`config.mk`:
```
export PLATFORM = sky130hd
export DESIGN_NAME = hamming_secded_decoder_flat
export DESIGN_NICKNAME = d
export VERILOG_FILES = /design/src/rtl/hamming_pkg.sv /design/src/rtl/hamming_secded_decoder_if.sv /design/src/rtl/hamming_syndrome.sv /design/src/rtl/hamming_secded_decoder.sv /design/src/flat_wrapper.sv
export SDC_FILE = /design/constraint.sdc
export NUM_CORES = 1
export LEC_CHECK = 0
export BUFFER_PORTS_ARGS = -buffer_cell sky130_fd_sc_hd__buf_2
export CORE_AREA = 2 2 80 82
export CTS_BUF_LIST = sky130_fd_sc_hd__clkbuf_4 sky130_fd_sc_hd__clkbuf_8 sky130_fd_sc_hd__clkbuf_16
export DETAILED_ROUTE_END_ITERATION = 12
export DIE_AREA = 0 0 82 84
export PLACE_DENSITY = 0.82
export SLEW_MARGIN = 25
export SYNTH_ARGS = -nofsm -noshare
export SYNTH_HDL_FRONTEND = slang
export SYNTH_SLANG_ARGS = --single-unit
```
`constraint.sdc`:
```
create_clock -name i_clk -period 2 [get_ports i_clk]
set_input_delay 0.3 -clock i_clk [delete_from_list [all_inputs] [get_ports i_clk]]
set_output_delay 0.3 -clock i_clk [all_outputs]
set_load 0.05 [all_outputs]
```
`src/rtl/hamming_pkg.sv`:
```
// Shared Hamming SECDED helpers: width derivation, codeword data-bit mapping and error classes.
package hamming_pkg;

  typedef enum logic [1:0] {ERR_NONE, ERR_SINGLE, ERR_DOUBLE} err_class_e;

  function automatic int parity_width(input int dw);
    return $clog2(dw) + 1;
  endfunction

  function automatic int enc_width(input int dw);
    return dw + parity_width(dw);
  endfunction

  function automatic bit is_pow2(input int x);
    return (x > 0) && ((x & (x - 1)) == 0);
  endfunction

  // Codeword index of data bit j: data fills the non-power-of-two positions in order
  function automatic int data_idx(input int j);
    int idx = 0;
    int k   = 0;
    for (int i = 0; i < 256; i++) begin
      if (!is_pow2(i + 1)) begin
        if (k == j) idx = i;
        k++;
      end
    end
    return idx;
  endfunction

endpackage

```
`src/rtl/hamming_secded_decoder_if.sv`:
```
// Codeword-in / decoded-result-out handshake bundle for the SECDED decoder.
interface hamming_secded_decoder_if #(parameter int DATA_WIDTH = 8);
  localparam int CW_WIDTH  = hamming_pkg::enc_width(DATA_WIDTH) + 1;
  localparam int POS_WIDTH = $clog2(CW_WIDTH);

  logic                  i_valid;
  logic                  o_ready;
  logic [CW_WIDTH-1:0]   i_enc_data;
  logic                  o_valid;
  logic                  i_ready;
  logic [DATA_WIDTH-1:0] o_data;
  logic                  o_single_err;
  logic                  o_double_err;
  logic [POS_WIDTH-1:0]  o_err_pos;

  modport slave (
    input  i_valid, i_enc_data, i_ready,
    output o_ready, o_valid, o_data, o_single_err, o_double_err, o_err_pos
  );

  modport master (
    output i_valid, i_enc_data, i_ready,
    input  o_ready, o_valid, o_data, o_single_err, o_double_err, o_err_pos
  );
endinterface

```
`src/rtl/hamming_syndrome.sv`:
```
// Combinational Hamming syndrome and overall parity of one extended codeword.
module hamming_syndrome
  import hamming_pkg::*;
#(
  parameter int DATA_WIDTH = 8
) (
  input  logic [enc_width(DATA_WIDTH):0]        cw,
  output logic [parity_width(DATA_WIDTH)-1:0]   syndrome,
  output logic                                  parity
);
  localparam int PW  = parity_width(DATA_WIDTH);
  localparam int ENC = enc_width(DATA_WIDTH);

  // Syndrome bit b covers every position whose number has bit b set
  always_comb begin
    syndrome = '0;
    for (int i = 0; i < ENC; i++) begin
      for (int b = 0; b < PW; b++) begin
        if ((((i + 1) >> b) & 1) != 0) syndrome[b] = syndrome[b] ^ cw[i];
      end
    end
  end

  assign parity = ^cw;

endmodule

```
`src/rtl/hamming_secded_decoder.sv`:
```
// Two-stage SECDED decoder: S1 syndrome/parity, S2 classify/correct, with saturating error counters.
module hamming_secded_decoder
  import hamming_pkg::*;
#(
  parameter int DATA_WIDTH = 8,
  parameter int CNT_WIDTH  = 16
) (
  input  logic                    i_clk,
  input  logic                    i_rst,
  hamming_secded_decoder_if.slave bus,
  input  logic                    i_clr_cnt,
  output logic [CNT_WIDTH-1:0]    o_sec_cnt,
  output logic [CNT_WIDTH-1:0]    o_ded_cnt
);
  localparam int PW        = parity_width(DATA_WIDTH);
  localparam int ENC       = enc_width(DATA_WIDTH);
  localparam int CW        = ENC + 1;
  localparam int POS_WIDTH = $clog2(CW);
  localparam int STAGES    = 2;

  logic [STAGES:1]       vld_pipe;
  logic                  s1_load, s2_adv, xfer;

  logic [PW-1:0]         syn_c;
  logic                  par_c;
  logic [DATA_WIDTH-1:0] ext_c;

  logic [DATA_WIDTH-1:0] s1_data;
  logic [PW-1:0]         s1_syn;
  logic                  s1_par;

  err_class_e            cls;
  logic [POS_WIDTH-1:0]  pos_c;
  logic [DATA_WIDTH-1:0] hit, data_c;

  logic [DATA_WIDTH-1:0] out_data;
  logic                  out_single, out_double;
  logic [POS_WIDTH-1:0]  out_pos;

  assign s2_adv  = !vld_pipe[2] | bus.i_ready;
  assign s1_load = !vld_pipe[1] | s2_adv;
  assign xfer    = vld_pipe[2] & bus.i_ready;

  assign bus.o_ready      = s1_load;
  assign bus.o_valid      = vld_pipe[2];
  assign bus.o_data       = out_data;
  assign bus.o_single_err = out_single;
  assign bus.o_double_err = out_double;
  assign bus.o_err_pos    = out_pos;

  hamming_syndrome #(.DATA_WIDTH(DATA_WIDTH)) u_syn (
    .cw       (bus.i_enc_data),
    .syndrome (syn_c),
    .parity   (par_c)
  );

  // Only data positions are carried forward; a flip is applied in S2 if the syndrome points at one
  for (genvar j = 0; j < DATA_WIDTH; j++) begin : g_data
    localparam int DI = data_idx(j);
    assign ext_c[j] = bus.i_enc_data[DI];
    assign hit[j]   = (s1_syn == PW'(DI + 1));
  end

  always_comb begin
    cls   = ERR_NONE;
    pos_c = '0;
    if (s1_syn == '0) begin
      if (s1_par) begin
        cls   = ERR_SINGLE;
        pos_c = POS_WIDTH'(ENC);
      end
    end else if (s1_par && (int'(s1_syn) <= ENC)) begin
      cls   = ERR_SINGLE;
      pos_c = POS_WIDTH'(s1_syn - 1'b1);
    end else begin
      // even parity with nonzero syndrome, or a syndrome pointing past the codeword
      cls = ERR_DOUBLE;
    end
  end

  assign data_c = (cls == ERR_SINGLE) ? (s1_data ^ hit) : s1_data;

  always_ff @(posedge i_clk) begin
    if (i_rst) begin
      vld_pipe   <= '0;
      out_data   <= '0;
      out_single <= 1'b0;
      out_double <= 1'b0;
      out_pos    <= '0;
    end else begin
      if (s1_load) begin
        vld_pipe[1] <= bus.i_valid;
        if (bus.i_valid) begin
          s1_data <= ext_c;
          s1_syn  <= syn_c;
          s1_par  <= par_c;
        end
      end
      if (s2_adv) begin
        vld_pipe[2] <= vld_pipe[1];
        if (vld_pipe[1]) begin
          out_data   <= data_c;
          out_single <= (cls == ERR_SINGLE);
          out_double <= (cls == ERR_DOUBLE);
          out_pos    <= pos_c;
        end
      end
    end
  end

  // Clear beats a same-cycle increment; counts stick at all-ones
  always_ff @(posedge i_clk) begin
    if (i_rst || i_clr_cnt) begin
      o_sec_cnt <= '0;
      o_ded_cnt <= '0;
    end else if (xfer) begin
      if (out_single && (o_sec_cnt != '1)) o_sec_cnt <= o_sec_cnt + 1'b1;
      if (out_double && (o_ded_cnt != '1)) o_ded_cnt <= o_ded_cnt + 1'b1;
    end
  end

endmodule
```
`src/flat_wrapper.sv`:
```
// flat-port wrapper written by rule: the top's interface ports become plain ports
module hamming_secded_decoder_flat import hamming_pkg::*;
#(
  parameter int DATA_WIDTH = 8,
  parameter int CNT_WIDTH  = 16
)
  (i_clk, i_rst, i_clr_cnt, o_sec_cnt, o_ded_cnt, bus_i_valid, bus_i_enc_data, bus_i_ready, bus_o_ready, bus_o_valid, bus_o_data, bus_o_single_err, bus_o_double_err, bus_o_err_pos);
  hamming_secded_decoder_if #(.DATA_WIDTH(DATA_WIDTH)) bus_i ();
  input  logic i_clk;
  input  logic i_rst;
  input  logic i_clr_cnt;
  output logic [CNT_WIDTH-1:0] o_sec_cnt;
  output logic [CNT_WIDTH-1:0] o_ded_cnt;
  input wire logic [$bits(bus_i.i_valid)-1:0] bus_i_valid;
  input wire logic [$bits(bus_i.i_enc_data)-1:0] bus_i_enc_data;
  input wire logic [$bits(bus_i.i_ready)-1:0] bus_i_ready;
  output wire logic [$bits(bus_i.o_ready)-1:0] bus_o_ready;
  output wire logic [$bits(bus_i.o_valid)-1:0] bus_o_valid;
  output wire logic [$bits(bus_i.o_data)-1:0] bus_o_data;
  output wire logic [$bits(bus_i.o_single_err)-1:0] bus_o_single_err;
  output wire logic [$bits(bus_i.o_double_err)-1:0] bus_o_double_err;
  output wire logic [$bits(bus_i.o_err_pos)-1:0] bus_o_err_pos;
  assign bus_i.i_valid = bus_i_valid;
  assign bus_i.i_enc_data = bus_i_enc_data;
  assign bus_i.i_ready = bus_i_ready;
  assign bus_o_ready = bus_i.o_ready;
  assign bus_o_valid = bus_i.o_valid;
  assign bus_o_data = bus_i.o_data;
  assign bus_o_single_err = bus_i.o_single_err;
  assign bus_o_double_err = bus_i.o_double_err;
  assign bus_o_err_pos = bus_i.o_err_pos;
  hamming_secded_decoder #(.DATA_WIDTH(DATA_WIDTH), .CNT_WIDTH(CNT_WIDTH)) u_core (.i_clk(i_clk), .i_rst(i_rst), .bus(bus_i), .i_clr_cnt(i_clr_cnt), .o_sec_cnt(o_sec_cnt), .o_ded_cnt(o_ded_cnt));
endmodule
```
==> results of run 1 <==
-- layout by cell type, fill, tap and decap left out, types with 7 or more instances in the layout --
cell	instances
dfxtp_2	8
or3_1	17
ha_1	7
mux2i_1	10
dfxtp_1	40
nor2_1	20
nand3_1	17
nand4_1	12
o21ai_0	11
nand2_1	31
clkbuf_8	9
a21oi_1	23
edfxtp_1	13
buf_2	65
or4_1	7
buf_4	9
and4_1	7
xor2_1	10
a211oi_1	10
xnor2_1	18
-- per-stage QoR --
stage          instances  worst slack (ns)  area, um^2
3_3_place_gp         483             0.303        3630
6_report             499             0.109        3820
5_1_grt              499          0.000977        3820
3_5_place_dp         483             0.153        3630
4_1_cts              499             0.133        3820
2_1_floorplan        350            0.0128        3210
-- layout make-up --
| type | count | area (um^2) | area share |
|---|---|---|---|
| clock buffer | 9 | 124 | 0.0324 |
| clock inverter | 7 | 73.8 | 0.0193 |
| inverter | 6 | 22.5 | 0.00589 |
| multi-input combinational | 265 | 1750 | 0.458 |
| sequential | 61 | 1360 | 0.356 |
| tap | 77 | 96.3 | 0.0252 |
| timing repair buffer | 74 | 393 | 0.103 |
-- synthesized netlist by cell type (all sizes together), types with 2 or more instances --
| library cell | instances | share of area |
|---|---|---|
| dfxtp | 48 | 0.30 |
| nand2 | 31 | 0.036 |
| a21oi | 23 | 0.036 |
| nor2 | 20 | 0.024 |
| xnor2 | 18 | 0.049 |
| nand3 | 17 | 0.027 |
| or3 | 17 | 0.033 |
| clkbuf | 15 | 0.018 |
| edfxtp | 13 | 0.12 |
| nand4 | 13 | 0.027 |
| o21ai | 11 | 0.017 |
| a211oi | 10 | 0.024 |
| mux2i | 10 | 0.031 |
| xor2 | 10 | 0.027 |
| and4 | 7 | 0.019 |
| ha | 7 | 0.027 |
| or4 | 7 | 0.016 |
| inv | 6 | 0.0071 |
| nor4 | 6 | 0.014 |
| a31oi | 5 | 0.0098 |
| and3 | 5 | 0.0098 |
| o211ai | 5 | 0.012 |
| o41ai | 5 | 0.014 |
| nor3 | 4 | 0.0063 |
| o31ai | 4 | 0.0094 |
| a41o | 3 | 0.0094 |
| buf | 3 | 0.0039 |
| nand4b | 3 | 0.0082 |
| o311ai | 3 | 0.0082 |
| a311oi | 2 | 0.0055 |
| a31o | 2 | 0.0055 |
| and2 | 2 | 0.0039 |
| nand2b | 2 | 0.0039 |
| nor2b | 2 | 0.0039 |
| nor4bb | 2 | 0.0063 |
| or2 | 2 | 0.0039 |
-- power by group --
part / internal [uW] / switching [uW] / leakage, uW
combinational: 135 / 223 / 0.000873
sequential: 1310 / 49.7 / 0.000515
clock: 580 / 535 / 0.0000962
total: 2020 / 808 / 0.00148
-- cell families after synthesis --
group,count (synthesis),synth area share
buffers and inverters,24,0.0286
AO/OA/AOI/OAI,78,0.163
adder cells (fa/ha/maj),7,0.0275
flip-flops,61,0.424
multiplexers,10,0.0314
AND/OR/NAND/NOR,142,0.249
XOR/XNOR,28,0.0769
-- final timing paths --
kind	startpoint	to	depth (start not counted)
setup / recovery	u_core.o_ded_cnt[4]	u_core.o_ded_cnt[14]	4
setup reg to reg	u_core.o_ded_cnt[4]	u_core.o_ded_cnt[14]	4
hold / removal	bus_i_enc_data[4]	u_core.s1_data[1]	1
hold reg to reg	u_core.bus.o_err_pos[2]	u_core.bus.o_err_pos[2]	2
-- flip-flops by register name, indices dropped and copies added, names as in the netlist --
register and cells:
u_core.o_ded_cnt 16, u_core.o_sec_cnt 16, u_core.bus.o_data 8, u_core.s1_data 8
u_core.bus.o_err_pos 4, u_core.s1_syn 4, u_core.vld_pipe 2, u_core.bus.o_double_err 1
u_core.bus.o_single_err 1, u_core.s1_par 1
-- layer usage --
layer	GRT usage	up-vias	wire length [um]
li1	-	1470	-
met1	0.278	1391	3060
met2	0.387	102	3830
met3	0.0530	9	402
met4	0.0848	0	106
met5	0	-	0
==> out/metrics.cfg, run 1 <==
[outcome]
status=complete, no violations

[yosys]
syn_inst=350
synth-seq-area-share=0.424
syn-num-nets=375
synth_edf_count=13
yosysUniqueCellTypes=46
synth_area_mm2=0.00319
synth-main-ff-cell=dfxtp_1
synth_area_per_cell_um2=9.11
yosysWarnings=0
ys_seq_elements=61
ys_async_sr_fraction=0

[worst_setup_path]
path_max_fanout=7
worstSetupEndpointType=flop
crit_required_ns=2.22
reg2reg_slack_ns=0.11
slowest_stage=or4_1
cp_data_arrival_time_ns=2.11
crit_type=reg -> reg
cp_top_family=simple AND/OR/NAND/NOR gates
cp_num_buf_inv=0
crit_chain=nand4_2 > or4_1 > o311ai_1 > o41ai_1
slowest_delay_ns=0.68
cp-start-kind=flop

[clock_network]
clkTransAtPathRegs_ns=0.08
clock_sinks=61
cts_root_buf=clkbuf_8
cts_tree=yes
clockBufferDepth=2
post_cts.repair.setup_buffers=0
htreeDepth=3
post_cts_resized=0
hold_buffers=0
numCtsBuffers=9
worstSkewPairLatency_ns=0.34

[floorplanning]
design.die.area_mm2=0.00689
coreArea_mm2=0.00610
ios=66
rows=29
die_w_um=82
die_h_um=84
start_util=0.523

[sta]
whs_ns=0.159
finalHoldViolCount=0
setup_tns_ns=0
fin_crit_sh=0.945
skew_ns=0.00916
rsz0062_at_grt=no
fmax_ghz=0.529
period_needed_ns=1.89
report.final.slew_viol_count=0
maxSlewHeadroom=0.662
setup_violations=0
worstMarginPinSlew_ns=0.503

[drt]
drt_wl_total_um=7400
drt_pre_antenna_iters=5
antenna_left=0
num_vias=2972
viasPerCell=5.96
drtIter0Drc=345
route.detailed.drc=0
wl_per_cell_um=14.8

[cells_and_area]
finalNetCount=442
insertedDiodeCount=0
n_fill_cell=521
drive_gt1_frac=0.249
syn2layout_area_growth_pct=19.9
post-route-util=0.627

[pwr]
p_leak_uw=0.00148
power_density_mw_per_mm2=741
finalPower_uw=2830
vdd_drop_max_v=0.000506

[global_route]
grt_pass1_vias=2681
antenna_found_initial=0
groute.usage.overall=0.229
grt_max_degree=17
gr-total-overflow=0
grt_pass1_wl_um=12300

[placement]
port_buffers=65
routabilityCongestion=0.886
dpl.hpwl_um=5460

[hold_path]
min_path_type=in -> reg

[run]
cap_violations=0

Power figures use the tool's default switching activity.
==> inputs of run 2 (changes only) <==
Settings changed: CTS_BUF_LIST sky130_fd_sc_hd__clkbuf_4 sky130_fd_sc_hd__clkbuf_8 sky130_fd_sc_hd__clkbuf_16 to sky130_fd_sc_hd__clkbuf_16.
==> out/metrics.cfg, run 2 (synthesis results as in run 1) <==
[outcome]
status=complete, no violations  ; unchanged

[worst_setup_path]
cp-start-kind=flop  ; unchanged
cp_data_arrival_time_ns=2.09  ; was 2.11 ns
path_max_fanout=7  ; unchanged
crit_type=reg -> reg  ; unchanged
worstSetupEndpointType=flop  ; unchanged
r2r_cells=4  ; unchanged
crit_required_ns=2.19  ; was 2.22 ns

[drt]
drtIter0Drc=268  ; was 345
route.detailed.drc=0  ; unchanged
num_vias=3022  ; was 2,972
drt_pre_antenna_iters=5  ; unchanged
antenna_left=0  ; unchanged
wl_per_cell_um=15.3  ; was 14.8 um
drt_wl_total_um=7620  ; was 7400 um
viasPerCell=6.06  ; was 5.96

[cells_and_area]
syn2layout_area_growth_pct=23.1  ; was 19.9%
insertedDiodeCount=0  ; unchanged
drive_gt1_frac=0.249  ; unchanged
post-route-util=0.644  ; was 0.627
largestRegisters=u_core.o_ded_cnt: 16 flops, u_core.o_sec_cnt: 16 flops  ; unchanged
final_design_area_no_fill_mm2=0.00393  ; was 0.00382 mm^2
fin_cells=499  ; unchanged
layout_common_cells=buf_2 (65), dfxtp_1 (40), nand2_1 (31)  ; unchanged
final_common_cell=buf_2  ; unchanged
finalNetCount=442  ; unchanged

[clock_network]
cts_tree=yes  ; unchanged
numCtsBuffers=9  ; unchanged
htreeDepth=3  ; unchanged
clockBufferDepth=2  ; unchanged
cts_root_buf=clkbuf_16  ; was clkbuf_8
worstSkewPairLatency_ns=0.32  ; was 0.34 ns
post_cts_resized=0  ; unchanged
hold_buffers=0  ; unchanged
post_cts.repair.setup_buffers=0  ; unchanged
clkTransAtPathRegs_ns=0.06  ; was 0.08 ns
clock_sinks=61  ; unchanged

[global_route]
groute.usage.overall=0.235  ; was 0.229
busiest_layer=met2  ; unchanged
grt_pass1_wl_um=12600  ; was 12,300 um
antenna_found_initial=0  ; unchanged
met2_usage=0.400  ; was 0.387
grt_max_degree=17  ; unchanged
grt_pass1_vias=2727  ; was 2,681
grtUsageMet3=0.0574  ; was 0.0530
gr-usage-met1=0.279  ; was 0.278
gr-total-overflow=0  ; unchanged

[placement]
dpl.hpwl_um=5460  ; unchanged
routabilityCongestion=0.886  ; unchanged
placed_area_mm2=0.00363  ; unchanged
port_buffers=65  ; unchanged
placed_cells=483  ; unchanged

[sta]
maxSlewHeadroom=0.650  ; was 0.662
period_needed_ns=1.89  ; about the same
worstMarginPinSlew_ns=0.521  ; was 0.503 ns
report.final.slew_viol_count=0  ; unchanged
fmax_ghz=0.528  ; was 0.529 GHz
fin_crit_sh=0.947  ; was 0.945
setup_violations=0  ; unchanged
setup_tns_ns=0  ; unchanged
skew_ns=0.00758  ; was 0.00916 ns
finalHoldViolCount=0  ; unchanged
rsz0062_at_grt=no  ; unchanged

[floorplanning]
start_util=0.523  ; unchanged
die_h_um=84  ; unchanged
design.die.area_mm2=0.00689  ; unchanged
coreArea_mm2=0.00610  ; unchanged
rows=29  ; unchanged
ios=66  ; unchanged
die_w_um=82  ; unchanged

[pwr]
sw_frac_of_total=0.261  ; was 0.285
pwr-share-seq=0.417  ; was 0.480
vdd_drop_max_v=0.000618  ; was 0.000506 V
p_int_uw=2410  ; was 2020 uW
power_switching_uw=854  ; was 808 uW
combPwrFrac=0.110  ; was 0.127
p_leak_uw=0.00153  ; was 0.00148 uW
finalPower_uw=3270  ; was 2830 uW
clkPwrFrac=0.473  ; was 0.394
power_density_mw_per_mm2=833  ; was 741 mW/mm^2

[run]
cap_violations=0  ; unchanged

[hold_path]
hold-path-cell-count=1  ; unchanged
min_path_type=in -> reg  ; unchanged

[run 2: cell counts in the layout (fill, tap and decap cells not counted)]
Identical to the previous run, type by type.
[run 2: metal layers]
layer	up-vias	wire (um)
met4	0	116
met1	1421	3100
li1	1475	-
met2	114	3950
met3	12	446
met5	-	0
[run 2: final timing paths]
kind / startpoint / endpoint / slack, ns
setup reg to reg: u_core.o_ded_cnt[4] / u_core.o_ded_cnt[14] / 0.11
hold reg to reg: u_core.bus.o_err_pos[2] / u_core.bus.o_err_pos[2] / 0.45
setup / recovery: u_core.o_ded_cnt[4] / u_core.o_ded_cnt[14] / 0.11
hold / removal: bus_i_enc_data[8] / u_core.s1_data[4] / 0.18
[run 2: power groups by stage]
stage	logic [uW]	registers, uW	clock network, uW
2_1_floorplan	215	1430	0
4_1_cts	364	1360	1570
6_report	359	1360	1550
5_1_grt	391	1370	1640
3_3_place_gp	347	1380	0
3_5_place_dp	358	1390	0
[run 2: worst max-delay path, cell delays in order (launching register included)]
cell and delay (ns):
dfxtp_2 0.37, nand4_2 0.19, or4_1 0.68, o311ai_1 0.37
o41ai_1 0.14
[run 2: area by class of cell]
| class | instances | area (um^2) |
|---|---|---|
| clock inverters | 7 | 73.8 |
| inverters | 6 | 22.5 |
| multi-input cells | 265 | 1750 |
| fillers | 506 | 2170 |
| repair buffers | 74 | 393 |
| flip-flops and latches | 61 | 1360 |
| well taps | 77 | 96.3 |
| clock buffers | 9 | 225 |
[run 2: through the flow]
stage	hold WS (ns)	worst slack [ns]
after detailed placement	0.443	0.153
after global routing	0.171	0.00432
after global placement	0.437	0.303
final	0.178	0.106
after CTS	0.172	0.136
after floorplan	0.399	0.0128
